===== src/rtl/multicycle_control_pkg.sv =====
// Shared definitions for the multicycle RV32I control unit: state encodings,
// datapath select codes, ALU operation codes and opcode constants.
package multicycle_control_pkg;

  typedef enum logic [3:0] {
    S_FETCH    = 4'd0,
    S_DECODE   = 4'd1,
    S_MEMADR   = 4'd2,
    S_MEMREAD  = 4'd3,
    S_MEMWB    = 4'd4,
    S_MEMWRITE = 4'd5,
    S_EXEC_R   = 4'd6,
    S_EXEC_I   = 4'd7,
    S_ALUWB    = 4'd8,
    S_BRANCH   = 4'd9,
    S_JAL      = 4'd10,
    S_JALR     = 4'd11,
    S_UPPER    = 4'd12,
    S_HALT     = 4'd13
  } state_e;

  // How the ALU decoder should pick the operation.
  typedef enum logic [1:0] {
    ALUOP_ADD    = 2'd0,
    ALUOP_BRANCH = 2'd1,
    ALUOP_FUNCT  = 2'd2
  } alu_op_e;

  localparam logic [3:0] ALU_ADD  = 4'd0;
  localparam logic [3:0] ALU_SUB  = 4'd1;
  localparam logic [3:0] ALU_AND  = 4'd2;
  localparam logic [3:0] ALU_OR   = 4'd3;
  localparam logic [3:0] ALU_XOR  = 4'd4;
  localparam logic [3:0] ALU_SLL  = 4'd5;
  localparam logic [3:0] ALU_SRL  = 4'd6;
  localparam logic [3:0] ALU_SRA  = 4'd7;
  localparam logic [3:0] ALU_SLT  = 4'd8;
  localparam logic [3:0] ALU_SLTU = 4'd9;

  localparam logic [2:0] IMM_I = 3'd0;
  localparam logic [2:0] IMM_S = 3'd1;
  localparam logic [2:0] IMM_B = 3'd2;
  localparam logic [2:0] IMM_U = 3'd3;
  localparam logic [2:0] IMM_J = 3'd4;

  localparam logic [1:0] RES_ALUOUT = 2'd0;
  localparam logic [1:0] RES_DATA   = 2'd1;
  localparam logic [1:0] RES_ALU    = 2'd2;

  localparam logic [1:0] SRCA_PC    = 2'd0;
  localparam logic [1:0] SRCA_OLDPC = 2'd1;
  localparam logic [1:0] SRCA_RS1   = 2'd2;
  localparam logic [1:0] SRCA_ZERO  = 2'd3;

  localparam logic [1:0] SRCB_RS2  = 2'd0;
  localparam logic [1:0] SRCB_IMM  = 2'd1;
  localparam logic [1:0] SRCB_FOUR = 2'd2;

  localparam logic [6:0] OP_LOAD   = 7'h03;
  localparam logic [6:0] OP_STORE  = 7'h23;
  localparam logic [6:0] OP_R      = 7'h33;
  localparam logic [6:0] OP_I      = 7'h13;
  localparam logic [6:0] OP_BRANCH = 7'h63;
  localparam logic [6:0] OP_JAL    = 7'h6F;
  localparam logic [6:0] OP_JALR   = 7'h67;
  localparam logic [6:0] OP_LUI    = 7'h37;
  localparam logic [6:0] OP_AUIPC  = 7'h17;

  // Branch outcome from funct3 and the ALU zero flag. SLT/SLTU leave 1 in
  // the result when "less than", so lt-type branches are taken on !zero.
  function automatic logic branch_taken(input logic [2:0] f3, input logic zero);
    case (f3)
      3'b000:         return zero;
      3'b001:         return !zero;
      3'b100, 3'b110: return !zero;
      3'b101, 3'b111: return zero;
      default:        return 1'b0;
    endcase
  endfunction

endpackage


===== src/rtl/multicycle_control_alu_decoder.sv =====
// Combinational ALU decoder: turns the FSM's coarse alu_op plus the
// instruction fields into the 4-bit ALU operation code.
module alu_decoder
  import multicycle_control_pkg::*;
(
  input  alu_op_e    alu_op,
  input  logic [6:0] opcode,
  input  logic [2:0] funct3,
  input  logic       funct7b5,
  output logic [3:0] alu_control
);

  logic is_r;
  assign is_r = (opcode == OP_R);

  // Select the ALU operation for the current control step.
  always_comb begin
    alu_control = ALU_ADD;
    case (alu_op)
      ALUOP_BRANCH: begin
        case (funct3[2:1])
          2'b10:   alu_control = ALU_SLT;
          2'b11:   alu_control = ALU_SLTU;
          default: alu_control = ALU_SUB;
        endcase
      end
      ALUOP_FUNCT: begin
        case (funct3)
          3'b000:  alu_control = (is_r && funct7b5) ? ALU_SUB : ALU_ADD;
          3'b001:  alu_control = ALU_SLL;
          3'b010:  alu_control = ALU_SLT;
          3'b011:  alu_control = ALU_SLTU;
          3'b100:  alu_control = ALU_XOR;
          3'b101:  alu_control = funct7b5 ? ALU_SRA : ALU_SRL;
          3'b110:  alu_control = ALU_OR;
          default: alu_control = ALU_AND;
        endcase
      end
      default: alu_control = ALU_ADD;
    endcase
  end

endmodule


===== src/rtl/multicycle_control.sv =====
// Main control FSM of the multicycle RV32I datapath. Only the state is
// registered; outputs decode from the state and, where the datapath needs
// it in the same cycle, from mem_ready, zero and funct3.
module multicycle_control
  import multicycle_control_pkg::*;
#(
  parameter bit ILLEGAL_HALT = 1'b1
) (
  input  logic       clk,
  input  logic       reset,
  input  logic [6:0] opcode,
  input  logic [2:0] funct3,
  input  logic       funct7b5,
  input  logic       zero,
  input  logic       mem_ready,
  output logic       pc_write,
  output logic       ir_write,
  output logic       mem_read,
  output logic       mem_write,
  output logic       adr_src,
  output logic       reg_write,
  output logic [1:0] alu_src_a,
  output logic [1:0] alu_src_b,
  output logic [1:0] result_src,
  output logic [2:0] imm_src,
  output logic [3:0] alu_control,
  output logic       halted
);

  state_e  state_q, state_d;
  alu_op_e alu_op;

  // State register; reset abandons whatever instruction was in flight.
  always_ff @(posedge clk or posedge reset) begin
    if (reset) state_q <= S_FETCH;
    else       state_q <= state_d;
  end

  // Next-state sequencing; mem_ready only matters in the memory states.
  always_comb begin
    state_d = state_q;
    case (state_q)
      S_FETCH:    if (mem_ready) state_d = S_DECODE;
      S_DECODE: begin
        case (opcode)
          OP_LOAD, OP_STORE: state_d = S_MEMADR;
          OP_R:              state_d = S_EXEC_R;
          OP_I:              state_d = S_EXEC_I;
          OP_BRANCH:         state_d = S_BRANCH;
          OP_JAL:            state_d = S_JAL;
          OP_JALR:           state_d = S_JALR;
          OP_LUI, OP_AUIPC:  state_d = S_UPPER;
          default:           state_d = ILLEGAL_HALT ? S_HALT : S_FETCH;
        endcase
      end
      S_MEMADR:   state_d = (opcode == OP_STORE) ? S_MEMWRITE : S_MEMREAD;
      S_MEMREAD:  if (mem_ready) state_d = S_MEMWB;
      S_MEMWB:    state_d = S_FETCH;
      S_MEMWRITE: if (mem_ready) state_d = S_FETCH;
      S_EXEC_R:   state_d = S_ALUWB;
      S_EXEC_I:   state_d = S_ALUWB;
      S_UPPER:    state_d = S_ALUWB;
      S_ALUWB:    state_d = S_FETCH;
      S_BRANCH:   state_d = S_FETCH;
      S_JALR:     state_d = S_JAL;
      S_JAL:      state_d = S_ALUWB;
      S_HALT:     state_d = S_HALT;
      default:    state_d = S_FETCH;
    endcase
  end

  // Datapath controls per state; reset masks every enable and strobe.
  always_comb begin
    pc_write   = 1'b0;
    ir_write   = 1'b0;
    mem_read   = 1'b0;
    mem_write  = 1'b0;
    adr_src    = 1'b0;
    reg_write  = 1'b0;
    alu_src_a  = SRCA_PC;
    alu_src_b  = SRCB_RS2;
    result_src = RES_ALUOUT;
    imm_src    = IMM_I;
    alu_op     = ALUOP_ADD;
    halted     = 1'b0;
    case (state_q)
      S_FETCH: begin
        mem_read   = 1'b1;
        alu_src_b  = SRCB_FOUR;
        result_src = RES_ALU;
        ir_write   = mem_ready;
        pc_write   = mem_ready;
      end
      S_DECODE: begin
        alu_src_a = SRCA_OLDPC;
        alu_src_b = SRCB_IMM;
        imm_src   = (opcode == OP_JAL) ? IMM_J : IMM_B;
      end
      S_MEMADR: begin
        alu_src_a = SRCA_RS1;
        alu_src_b = SRCB_IMM;
        imm_src   = (opcode == OP_STORE) ? IMM_S : IMM_I;
      end
      S_MEMREAD: begin
        mem_read = 1'b1;
        adr_src  = 1'b1;
      end
      S_MEMWB: begin
        reg_write  = 1'b1;
        result_src = RES_DATA;
      end
      S_MEMWRITE: begin
        mem_write = 1'b1;
        adr_src   = 1'b1;
      end
      S_EXEC_R: begin
        alu_src_a = SRCA_RS1;
        alu_op    = ALUOP_FUNCT;
      end
      S_EXEC_I: begin
        alu_src_a = SRCA_RS1;
        alu_src_b = SRCB_IMM;
        alu_op    = ALUOP_FUNCT;
      end
      S_UPPER: begin
        alu_src_a = (opcode == OP_LUI) ? SRCA_ZERO : SRCA_OLDPC;
        alu_src_b = SRCB_IMM;
        imm_src   = IMM_U;
      end
      S_ALUWB: reg_write = 1'b1;
      S_BRANCH: begin
        alu_src_a = SRCA_RS1;
        alu_op    = ALUOP_BRANCH;
        pc_write  = branch_taken(funct3, zero);
      end
      S_JAL: begin
        pc_write  = 1'b1;
        alu_src_a = SRCA_OLDPC;
        alu_src_b = SRCB_FOUR;
      end
      S_JALR: begin
        alu_src_a = SRCA_RS1;
        alu_src_b = SRCB_IMM;
      end
      S_HALT:  halted = 1'b1;
      default: ;
    endcase
    if (reset) begin
      pc_write  = 1'b0;
      ir_write  = 1'b0;
      mem_read  = 1'b0;
      mem_write = 1'b0;
      reg_write = 1'b0;
      halted    = 1'b0;
    end
  end

  alu_decoder u_alu_decoder (
    .alu_op      (alu_op),
    .opcode      (opcode),
    .funct3      (funct3),
    .funct7b5    (funct7b5),
    .alu_control (alu_control)
  );

endmodule


===== config.mk =====
export PLATFORM = sky130hd
export DESIGN_NAME = multicycle_control
export DESIGN_NICKNAME = d
export VERILOG_FILES = /design/src/rtl/multicycle_control_pkg.sv /design/src/rtl/multicycle_control_alu_decoder.sv /design/src/rtl/multicycle_control.sv
export SDC_FILE = /design/constraint.sdc
export NUM_CORES = 1
export LEC_CHECK = 0
export CAP_MARGIN = 20
export CORE_MARGIN = 1.5
export CORE_UTILIZATION = 45
export DETAILED_ROUTE_END_ITERATION = 7
export PLACE_DENSITY = 0.84
export REMOVE_ABC_BUFFERS = 1
export SKIP_LAST_GASP = 1
export SLEW_MARGIN = 10
export SYNTH_ARGS = -nofsm -noshare
export SYNTH_HDL_FRONTEND = slang
export SYNTH_SLANG_ARGS = --single-unit

===== constraint.sdc =====
create_clock -name clk -period 2.91 [get_ports clk]
set_input_delay 0.4365 -clock clk [delete_from_list [all_inputs] [get_ports clk]]
set_output_delay 0.4365 -clock clk [all_outputs]
set_load 0.1 [all_outputs]

==> results.md, run 1 <==
- H-tree Lvls: 1
- Antenna diodes: 0
- Commonest non-fill, non-tap cells in the layout: 16 x nor2_1, 15 x nand2_1, 14 x a21oi_1, 14 x clkdlybuf4s50_1, 13 x buf_4
- DRT iter0 DRCs: 56
- Final Cycle Share: 94.6%
- Fin. Hold Viols: 0
- Initial Util: 47.7%
- Mapped Cells: 131
- Number of global-route vias before repair: 950
- Synthesis-stage register bit count: 4
- Worst Path Required: 2.47 ns
- Via count: 1076
- Nets: 181
- Slew headroom: 60.9%
- Max-Cap Viols: 0
- Syn_area_per_cell: 6.22 um^2
- Final core utilization: 75.1%
- Yosys cell types: 41
- Main synth FF type: dfrtp_1
- DRC violations left: 0
- Worst-Margin Slew: 0.578 ns
- IO Count: 35
- Setup WS pre-CTS: 0.166 ns
- RePlAce Congestion: 0.834
- DP Wirelength: 2080 um
- Rows: 15
- Die area: 2070 um^2
- CTS Hold Bufs: 0
- Post-synth EDFFs: 0
- Area Growth Syn to Fin: 57.5%
- Final setup margin: 0.157 ns
- CP max FO: 6
- Fraction of layout cells with a size suffix above 1: 19.8%
- Largest register FFs: 4
- First-pass GRT wire length: 4220 um
- Largest regs: state_q (4)
- Clock Latency Late Sink: 0.23 ns
- Postcts setup bufs: 0
- Register area share after synthesis: 12.3%
- Final WL: 2580 um
- Pins Over Slew Limit: 0
- Clock Sinks: 4
- Largest net degree at the start of global routing: 23
- Metal-1 WL: 999 um
- DR WL met2: 1390 um
- Clock skew: 0.00375 ns
- Placed insts: 184
- Synth warn: 0
- Worst reg2reg path depth: 6
- Commonest non-fill, non-tap cell in the layout: nor2_1
- Drt first pass iters: 4
- Nature of the critical path endpoint: output pin
- CTS tree: built
- Setup crit start kind: input port
- Wire per inst: 13.8 um
- Final setup viols: 0
- Fin cells: 187
- Post-CTS Resized: 0
- Fmax: 0.363 GHz
- Maximum clock path buffer count: 2
- Die Ht: 45.5 um
- WP data arrival: 2.32 ns
- Clk pin slew, worst setup/hold paths: 0.04 ns
- Total GRT Usage: 27.7%
- Top Metal Used: met3
- CTS buffer count: 3
- Core area: 1710 um^2
- Met3 WL: 190 um
- Post-route minimum period: 2.75 ns
- Grt total ovfl: 0
- Asr flop ratio synth: 100%
- RSZ-0062 raised after global routing: no
- Status: finished, final reports clean
- Synthesized area: 815 um^2
- Post-route ant nets: 0
- Worst hold path class: input port to async pin
- Avg Vias per Cell: 5.75
- Initial antenna violation count: 0
- CP Class: input port to output pin
- Port bufs: 34
- Largest Register: state_q
- R2R setup slack: 1.13 ns
- Root buf cell: clkbuf_4
- WHS: 0.554 ns
- Fillcell total: 136
- Die Wd: 45.5 um
area by class of cell:
type,count,area (um^2),share of cell area [%]
inverters,9,33.8,2.63
flip-flops and latches,4,100,7.80
clock buffers,3,22.5,1.76
multi-input cells,108,637,49.7
repair buffers,38,458,35.7
well taps,25,31.3,2.44
worst paths after layout:
kind,from,to
min in group clk,state_q[1]$_DFFE_PP0P_,state_q[1]$_DFFE_PP0P_
min,reset,state_q[2]$_DFFE_PP0P_
max reg2reg,state_q[3]$_DFFE_PP0P_,state_q[1]$_DFFE_PP0P_
min reg2reg,state_q[1]$_DFFE_PP0P_,state_q[1]$_DFFE_PP0P_
max,opcode[6],alu_control[0]
max in group asynchronous,reset,state_q[0]$_DFFE_PP0P_
synth_stat cells, drive strengths merged, types with 2 or more instances:
| cell | instances | area share (%) |
|---|---|---|
| or3 | 2 | 1.5 |
| buf | 6 | 3.5 |
| nor2 | 17 | 8.1 |
| inv | 9 | 4.1 |
| nor4 | 2 | 1.5 |
| nand3 | 9 | 5.5 |
| nand2 | 15 | 6.9 |
| o22ai | 2 | 1.5 |
| nor3 | 10 | 6.1 |
| ha | 2 | 3.1 |
| dfrtp | 4 | 12 |
| nand2b | 4 | 3.1 |
| a2111oi | 3 | 3.4 |
| a21oi | 14 | 8.6 |
| o21ai | 7 | 4.3 |
| clkbuf | 4 | 1.8 |
| xnor2 | 2 | 2.2 |
logic make-up after synthesis:
| logic type | Yosys count | synth area share, % |
|---|---|---|
| DFF | 4 | 12.3 |
| buffers and inverters | 19 | 9.52 |
| adders and majority gates | 2 | 3.07 |
| AOI/OAI and AO/OA | 37 | 29.8 |
| and+or+nand+nor | 66 | 42.1 |
| xor gates and xnor gates | 3 | 3.23 |
critical path, stage by stage:
cell	delay (ns)
clkdlybuf4s50_1	0.50
nand4bb_4	0.29
nor2_2	0.14
a21oi_1	0.07
or3b_1	0.37
a211oi_2	0.29
buf_12	0.22
metrics by stage:
stage               instance area, um^2  TNS, ns
finish                             1280        0
global route                       1280        0
CTS                                1280        0
detailed placement                 1260        0
global placement                   1260        0
floorplan                           771   -12.07
metal layers:
layer,vias up,track usage [%]
li1,541,-
met1,481,34.4
met2,54,50.4
met3,0,2.38
met4,0,7.06
met5,-,0
Power of run 1 is not shown: default switching activity piles up to over one toggle a cycle in this logic, so the estimate is an artifact.
==> inputs of run 2 (changes only) <==
Settings changed: SLEW_MARGIN 10 to 20.
==> results of run 2 <==
Final layout, timing and power as in run 1 (identical DEF).
Power of run 2 is left out for the same reason.
==> inputs of run 3 (changes only) <==
Settings changed: GPL_TIMING_DRIVEN set to 0.
==> run 3 against run 2 <==
- critical path depth is the same
- sequential cell count unchanged
- wire length is 5.2% lower
- largest cell class unchanged
==> results.md, run 3 (same netlist as run 1, synthesis figures left out) <==
- Largest regs: state_q (4)
- Clk pin slew, worst setup/hold paths: 0.04 ns (about the same)
- Clock Sinks: 4 (unchanged)
- Final setup margin: 0.167 ns (+0.0102 ns)
- Final setup viols: 0 (unchanged)
- Placed insts: 180 (-2.2%)
- Largest net degree at the start of global routing: 24 (+4.3%)
- R2R setup slack: 1.13 ns (about the same)
- Number of global-route vias before repair: 902 (-5.1%)
- CTS Hold Bufs: 0 (unchanged)
- CTS buffer count: 3 (unchanged)
- Drt first pass iters: 4 (unchanged)
- Post-route minimum period: 2.74 ns (-0.0102 ns)
- Fin cells: 188 (+0.53%)
- Nature of the critical path endpoint: output pin
- Commonest non-fill, non-tap cell in the layout: nor2_1
- DRC violations left: 0 (unchanged)
- Multi-input gate area: 637 um^2 (unchanged)
- Total GRT Usage: 23.0% (-4.7 points)
- First-pass GRT wire length: 3640 um (-14%)
- Nets: 182 (+0.55%)
- Final core utilization: 68.4% (-6.7 points)
- Final Cycle Share: 94.3% (-0.35 points)
- Setup WS pre-CTS: -0.661 ns (-0.827 ns)
- Initial Util: 47.7% (unchanged)
- Fin. Hold Viols: 0 (unchanged)
- Clock Latency Late Sink: 0.24 ns (about the same)
- Clock skew: 0.000657 ns (-0.00309 ns)
- Commonest non-fill, non-tap cells in the layout: 16 x nor2_1, 15 x nand2_1, 14 x a21oi_1, 14 x clkdlybuf4s50_1, 10 x nor3_1
- Initial antenna violation count: 0 (unchanged)
- Worst-Margin Slew: 0.968 ns (+0.390 ns)
- Port bufs: 34 (unchanged)
- Fraction of layout cells with a size suffix above 1: 16.6% (-3.2 points)
- CTS tree: built
- Worst r2r src: state_q[2]$_DFFE_PP0P_
- Die Wd: 45.5 um (unchanged)
- Via count: 1097 (+2.0%)
- CP max FO: 6 (unchanged)
- Largest register FFs: 4 (unchanged)
- Antenna diodes: 0 (unchanged)
- Final setup TNS: 0 ns (unchanged)
- CP Class: input port to output pin
- Fmax: 0.365 GHz (+0.37%)
- Root buf cell: clkbuf_4
- Maximum clock path buffer count: 2 (unchanged)
- Wire per inst: 13.0 um (-5.7%)
- Pins Over Slew Limit: 0 (unchanged)
- IO Count: 35 (unchanged)
- H-tree Lvls: 1 (unchanged)
- Avg Vias per Cell: 5.84 (+1.4%)
- Die Ht: 45.5 um (unchanged)
- Post-route ant nets: 0 (unchanged)
- Status: finished, final reports clean
- Slew headroom: 35.4% (-26 points)
- DP Wirelength: 1800 um (-13%)
- Area Growth Syn to Fin: 43.5%
- Rows: 15 (unchanged)
- R2R Path End: state_q[0]$_DFFE_PP0P_
- Worst reg2reg path depth: 4 (-2)
- Die area: 2070 um^2 (unchanged)
- WP data arrival: 2.31 ns (about the same)
- Register area: 104 um^2 (+3.8%)
- Max-Cap Viols: 0 (unchanged)
- RePlAce Congestion: 0.847 (+1.6%)
- Fillcell total: 163 (+20%)
- Setup crit start kind: input port
- Grt total ovfl: 0 (unchanged)
- Largest Register: state_q
- Core area: 1710 um^2 (unchanged)
- Worst Path Required: 2.47 ns (about the same)
- Final WL: 2440 um (-5.2%)
- Worst hold path class: input port to async pin
- DRT iter0 DRCs: 23 (-59%)
[run 3: worst max-delay path, cell delays in order]
cell             delay, ns
clkdlybuf4s50_1       0.49
nand4bb_4             0.29
nor2_2                0.16
a21oi_1               0.07
or3b_1                0.37
a211oi_2              0.18
buf_4                 0.31
[run 3: worst max path at each step]
stage                     endpoint                   start  depth (start not counted)  slack, ns
detailed placement  alu_control[0]               opcode[6]                          7      -0.66
global route               adr_src  state_q[2]$_DFFE_PP0P_                          4      -0.01
CTS                 alu_control[3]  state_q[1]$_DFFE_PP0P_                         10       0.01
global placement    alu_control[0]               opcode[6]                          7      -0.68
floorplan                 ir_write  state_q[0]$_DFFE_PP0P_                          2      -2.17
finish              alu_control[0]               opcode[6]                          7       0.17
[run 3: timing repair]
action,in CTS,in global routing
endpoints found under the setup margin,20,14
gates resized for setup,44,22
buffers inserted,0,5
hold endpoints to repair,0,0
pin swaps,0,0
[run 3: per-stage QoR]
step,instance area [um^2],hold slack (ns)
floorplan,771,0.208
global placement,1140,0.803
detailed placement,1140,0.805
CTS,1150,0.558
global route,1170,0.599
finish,1170,0.549
[run 3: layer usage]
metal | vias to the layer above | global-route usage (%) | wire [um]
met5 | - | 0 | 0
met1 | 494 | 27.2 | 978
met4 | 0 | 6.47 | 52
li1 | 541 | - | -
met2 | 55 | 43.7 | 1250
met3 | 7 | 1.19 | 160
[run 3: layout make-up]
cell class | count | share of cell area (%)
Tap cell | 25 | 2.68
Inverter | 9 | 2.89
Timing Repair Buffer | 39 | 29.1
Sequential cell | 4 | 8.89
Multi-Input combinational cell | 108 | 54.5
Clock buffer | 3 | 1.93
Power of run 3 is left out for the same reason.
